--- src/rtl/vga_pkg.sv ---
// vga_pkg: shared definitions for the VGA output path.
//   logb2         - ceil(log2(n)), used to size counters
//   R/G/B fields  - bit positions of the 3-3-2 color format
//   BG_COLOR_DEF  - default background color in the visible area
//   SYNC_IDLE_DEF - default inactive level of hsync/vsync
//   sync_bundle_t - raw timing bundle carried through the delay line
package vga_pkg;

    localparam int R_MSB = 7;
    localparam int R_LSB = 5;
    localparam int G_MSB = 4;
    localparam int G_LSB = 2;
    localparam int B_MSB = 1;
    localparam int B_LSB = 0;

    localparam logic [7:0] BG_COLOR_DEF  = 8'b010_010_01;
    localparam logic       SYNC_IDLE_DEF = 1'b1;

    typedef struct packed {
        logic hsync;
        logic vsync;
        logic von;
    } sync_bundle_t;

    function automatic int logb2(input int n);
        int r;
        r = 0;
        while ((1 << r) < n) r++;
        return r;
    endfunction

endpackage

--- src/rtl/sync_delay_line.sv ---
// sync_delay_line: pix_en-gated shift register of DEPTH stages, WIDTH bits
// each. DEPTH = 0 degenerates to a wire.
//   mclk, reset_n - clock, asynchronous active-low reset (stages -> RST_VAL)
//   pix_en        - advance strobe
//   d / q         - input word / word delayed by DEPTH strobes
module sync_delay_line #(
    parameter int                DEPTH   = 2,
    parameter int                WIDTH   = 3,
    parameter logic [WIDTH-1:0]  RST_VAL = '0
) (
    input  logic             mclk,
    input  logic             reset_n,
    input  logic             pix_en,
    input  logic [WIDTH-1:0] d,
    output logic [WIDTH-1:0] q
);

    generate
        if (DEPTH == 0) begin : g_wire
            assign q = d;
        end else begin : g_shift
            logic [DEPTH-1:0][WIDTH-1:0] stg;

            always_ff @(posedge mclk or negedge reset_n) begin
                if (!reset_n) begin
                    stg <= {DEPTH{RST_VAL}};
                end else if (pix_en) begin
                    stg[0] <= d;
                    for (int i = 1; i < DEPTH; i++) stg[i] <= stg[i-1];
                end
            end

            assign q = stg[DEPTH-1];
        end
    endgenerate

endmodule

--- src/rtl/vga_layer_mixer.sv ---
// vga_layer_mixer: fixed-priority compositor of NUM_LAYERS color streams
// with per-layer enable and frame-synchronous blinking. Sync/blank are
// delayed to match the layer generators and every output is registered.
//   mclk, reset_n                 - clock, asynchronous active-low reset
//   pix_en                        - pixel strobe; pipeline advances only on it
//   hsync_in, vsync_in, von_in    - raw timing from the sync generator
//   layer_color/valid             - per-layer pixel, layer i at [i*COLOR_W +: COLOR_W]
//   layer_enable, blink_mask      - per-layer config, usable at any time
//   color_out, hsync_out, vsync_out - registered, mutually aligned pins
//   frame_tick                    - one-mclk pulse at each vsync pulse start
//   blink_phase                   - 1 = blink-masked layers hidden
module vga_layer_mixer
    import vga_pkg::*;
#(
    parameter int                 NUM_LAYERS   = 4,
    parameter int                 COLOR_W      = 8,
    parameter logic [COLOR_W-1:0] BG_COLOR     = COLOR_W'(BG_COLOR_DEF),
    parameter int                 SYNC_DELAY   = 2,
    parameter int                 BLINK_FRAMES = 16,
    parameter logic               SYNC_IDLE    = SYNC_IDLE_DEF
) (
    input  logic                          mclk,
    input  logic                          reset_n,
    input  logic                          pix_en,
    input  logic                          hsync_in,
    input  logic                          vsync_in,
    input  logic                          von_in,
    input  logic [NUM_LAYERS*COLOR_W-1:0] layer_color,
    input  logic [NUM_LAYERS-1:0]         layer_valid,
    input  logic [NUM_LAYERS-1:0]         layer_enable,
    input  logic [NUM_LAYERS-1:0]         blink_mask,
    output logic [COLOR_W-1:0]            color_out,
    output logic                          hsync_out,
    output logic                          vsync_out,
    output logic                          frame_tick,
    output logic                          blink_phase
);

    localparam int CNT_W = (logb2(BLINK_FRAMES) < 1) ? 1 : logb2(BLINK_FRAMES);
    localparam logic [CNT_W-1:0] CNT_LAST = CNT_W'(BLINK_FRAMES - 1);
    localparam sync_bundle_t SYNC_RST = '{hsync: SYNC_IDLE, vsync: SYNC_IDLE, von: 1'b0};

    sync_bundle_t sync_in, sync_dly;
    assign sync_in = '{hsync: hsync_in, vsync: vsync_in, von: von_in};

    // SYNC_DELAY stages here; the output registers below form the final stage.
    sync_delay_line #(
        .DEPTH   (SYNC_DELAY),
        .WIDTH   ($bits(sync_bundle_t)),
        .RST_VAL (SYNC_RST)
    ) u_sync_dly (
        .mclk    (mclk),
        .reset_n (reset_n),
        .pix_en  (pix_en),
        .d       (sync_in),
        .q       (sync_dly)
    );

    // Layer eligibility
    logic [NUM_LAYERS-1:0] elig;
    genvar gi;
    generate
        for (gi = 0; gi < NUM_LAYERS; gi++) begin : g_elig
            assign elig[gi] = layer_valid[gi] & layer_enable[gi]
                            & ~(blink_phase & blink_mask[gi]);
        end
    endgenerate

    // Scan from the lowest priority up so the lowest eligible index wins.
    logic [COLOR_W-1:0] win_color;
    always_comb begin
        win_color = BG_COLOR;
        for (int i = NUM_LAYERS - 1; i >= 0; i--)
            if (elig[i]) win_color = layer_color[i*COLOR_W +: COLOR_W];
    end

    // Final-stage vsync leaving idle: compared against the current output
    // register, which holds the previous final-stage value.
    logic vs_edge;
    assign vs_edge = (vsync_out == SYNC_IDLE) && (sync_dly.vsync != SYNC_IDLE);

    logic [CNT_W-1:0] frame_cnt;

    always_ff @(posedge mclk or negedge reset_n) begin
        if (!reset_n) begin
            color_out   <= '0;
            hsync_out   <= SYNC_IDLE;
            vsync_out   <= SYNC_IDLE;
            frame_tick  <= 1'b0;
            blink_phase <= 1'b0;
            frame_cnt   <= '0;
        end else begin
            frame_tick <= 1'b0;
            if (pix_en) begin
                hsync_out <= sync_dly.hsync;
                vsync_out <= sync_dly.vsync;
                color_out <= sync_dly.von ? win_color : '0;
                if (vs_edge) begin
                    frame_tick <= 1'b1;
                    if (frame_cnt == CNT_LAST) begin
                        frame_cnt   <= '0;
                        blink_phase <= ~blink_phase;
                    end else begin
                        frame_cnt <= frame_cnt + 1'b1;
                    end
                end
            end
        end
    end

endmodule

--- config.mk ---
export PLATFORM = sky130hd
export DESIGN_NAME = vga_layer_mixer
export DESIGN_NICKNAME = d
export VERILOG_FILES = /design/src/rtl/vga_pkg.sv /design/src/rtl/sync_delay_line.sv /design/src/rtl/vga_layer_mixer.sv
export SDC_FILE = /design/constraint.sdc
export NUM_CORES = 1
export LEC_CHECK = 0
export CORE_MARGIN = 10
export CORE_UTILIZATION = 30
export CTS_BUF_LIST = sky130_fd_sc_hd__clkbuf_16
export DETAILED_ROUTE_END_ITERATION = 10
export SLEW_MARGIN = 20
export SYNTH_ARGS = -nofsm -noshare
export SYNTH_HDL_FRONTEND = slang
export SYNTH_HIERARCHICAL = 1
export SYNTH_SLANG_ARGS = --single-unit
export TNS_END_PERCENT = 10
--- constraint.sdc ---
create_clock -name mclk -period 1.8 [get_ports mclk]
set_clock_uncertainty 0.2 [all_clocks]
set_input_delay 0.54 -clock mclk [delete_from_list [all_inputs] [get_ports mclk]]
set_output_delay 0.54 -clock mclk [all_outputs]
set_load 0.01 [all_outputs]
==> qor.csv <==
metric;value;unit
cp_common_cell;o2111ai_1;
finalSetupTns;0;ns
fmax;559;MHz
hpwl;3290;um
ys.warnings.count;6;
period_minus_slack;1.79;ns
ant_nets;0;
crit_family;simple AND/OR/NAND/NOR gates;
outcome;finished, final reports clean;
wl_per_cell;18.3;um
grt_usage;11.8;%
gp_congestion;0.860;
worst-r2r-setup-slack;0.17;ns
grt_pass1_vias;1224;
synth_top_area_cell;dfrtp_1;
r2r_cells;4;
area_delta_synth_final;72.3;%
first_pass_iters;4;
place_ws;-0.390;ns
maxCapViolCount;0;
cp-end-kind;flip-flop;
critPathKind;input pin to flip-flop;
cts_max_path_buffers;2;
core-area;0.00397;mm^2
htree_levels;1;
cts-root-buf;clkbuf_16;
register_area;558;um^2
cts_tree;yes;
synthFlopType;dfrtp_1;
synthTopCellsByArea;dfrtp_1 33%, dfstp_2 13%, mux2_4 7.4%;
port_buffers;61;
die_w;83.7;um
drt_iter0_markers;70;
wirelength;4210;um
synthesis.nets;163;
cp_max_fo;5;
num_antenna_cells;0;
grt-ovfl-total;0;
worst_ep_required_time;1.71;ns
setup_viol;0;
fillCellCount;364;
synth-seq-area-share;45.8;%
rows;23;
powerDensity;802;mW/mm^2
hold_depth;1;
hold_buffers;0;
vdd_drop_max;315;uV
drc;0;
p_leak;0.000901;uW
numCtsBuffers;3;
slowest_stage;clkdlybuf4s50_1;
r2r-start;blink_phase$_DFFE_PN0P_;
period_share;99.5;%
synth_edf_count;0;
utilization;52.9;%
maxSlewViolCount;0;
drive_above_1_share;30.6;%
grt_pass1_wl;6760;um
grt_max_degree;23;
start_kind;input pin;
worst_hold_path_type;flip-flop to flip-flop;
antenna_found_initial;0;
start_util;30.7;%
path_cells;clkdlybuf4s50_1, nand2_2, or3b_1, o2111ai_1, o2111ai_1;
via_per_inst;5.06;
clk_latency;0.25;ns
ys_seq_elements;22;
min_to;u_sync_dly/g_shift.stg[0]$_DFFE_PN0P_;
chipHeight;83.7;um
netlist_area;0.00122;mm^2
r2r-end;color_out[3]$_DFFE_PN0P_;
clk_pin_slew;0.06;ns
async_flop_share;100;%
rsz0062_at_grt;yes;
vias;1163;
syn_avg_cell_area;10.9;um^2
dieArea;0.00701;mm^2
slowest_delay;0.42;ns
yosysUniqueCellTypes;33;
hp-start;u_sync_dly/g_shift.stg[0]$_DFFE_PN0P_;
synth.top_cell.area_share;32.9;%
hold_viol;0;
final_nets;233;
crit_cells;5;
arrival;1.70;ns
critPathBufInv;1;
synthCells;112;
multiInputGateArea;686;um^2
worstMarginPinSlew;0.358;ns
clock-sinks;22;
ios;62;
relSlewSlack;76.1;%
post_cts_buffers;0;
finalWorstSetupSlack;0.00962;ns
fin_total_pwr;1680;uW
-- report_power, final --
group,switching [uW],leakage (uW),internal (uW)
Clock,169,0.0000370,293
Sequential,83.6,0.000267,611
Combinational,217,0.000597,309
-- layer usage --
layer / track usage, % / part of all wire (%) / wire length (um) / up-vias
met5: 0 / 0 / 0 / -
met4: 3.35 / 0.74 / 31 / 0
met3: 4.59 / 9.4 / 396 / 4
met2: 16.9 / 44 / 1840 / 50
met1: 15.8 / 46 / 1950 / 550
li1: - / - / - / 559
-- state kept, by name (all words and copies together) (netlist names) --
name,flops
u_sync_dly/g_shift.stg,3
hsync_out,1
blink_phase,1
u_sync_dly/q,3
vsync_out,1
frame_tick,1
frame_cnt,4
color_out,8
-- area by class of cell --
type	count	share of cell area, %
Clock buffer	3	3.58
Multi-Input combinational cell	80	32.7
Tap cell	50	2.98
Sequential cell	22	26.6
Inverter	3	0.536
Timing Repair Buffer	72	33.7
-- metrics by stage --
stage | std cells | cell area (um^2) | hold slack [ns]
3_3_place_gp | 227 | 1940 | 0.290
6_report | 230 | 2100 | 0.311
5_1_grt | 230 | 2100 | 0.341
2_1_floorplan | 112 | 1220 | 0.0444
3_5_place_dp | 227 | 1940 | 0.304
4_1_cts | 230 | 2010 | 0.320
-- Yosys cell counts, types with 2 or more instances --
cell	instances
a21oi_1	6
a221oi_1	5
a31oi_1	2
buf_4	3
dfrtp_1	16
dfstp_2	6
inv_1	3
mux2_2	4
mux2_4	6
nand2_1	10
nand3_1	4
nand4_1	2
nor2b_1	5
o2111ai_1	7
o21ai_0	7
o21ai_1	5
or3_2	2
or3b_1	3
xnor2_1	2
-- cell usage in the layout (no fill, tap or decap), drive strengths merged, types with 6 or more instances in the layout --
cell | netlist | final
clkdlybuf4s50 | 0 | 43
mux2 | 10 | 10
nand2 | 11 | 11
dfrtp | 16 | 16
o21ai | 12 | 12
dlymetal6s2s | 0 | 6
buf | 5 | 11
dlygate4sd2 | 0 | 10
dfstp | 6 | 6
a21oi | 6 | 6
o2111ai | 7 | 7
-- repair_timing --
item,in CTS,in global routing
resized for setup,17,24
pin swaps,1,8
endpoints found under the setup margin,23,13
-- worst reg2reg max path, cell delays in order, from the launching register on --
cell and delay [ns]:
dfrtp_1 0.43, and2_4 0.19, or3_2 0.44, o2111ai_2 0.10
o2111ai_1 0.14
-- cell families after synthesis --
family                   synth area share [%]
AO/OA/AOI/OAI                            19.8
flip-flops                               45.8
buffers and inverters                    4.82
adder cells (fa/ha/maj)                  1.03
XOR/XNOR                                 1.44
multiplexers                             11.1
AND/OR/NAND/NOR                          16.0
-- how the worst max path moves through the flow --
stage / start / endpoint / slack (ns)
floorplan: blink_mask[2] / color_out[0]$_DFFE_PN0P_ / 0.19
global placement: layer_valid[2] / color_out[4]$_DFFE_PN0P_ / -0.36
detailed placement: pix_en / color_out[6]$_DFFE_PN0P_ / -0.39
CTS: blink_mask[2] / color_out[7]$_DFFE_PN0P_ / -0.09
global route: blink_mask[0] / color_out[6]$_DFFE_PN0P_ / -0.007
finish: blink_mask[0] / color_out[6]$_DFFE_PN0P_ / 0.01
Power figures use the tool's default switching activity.
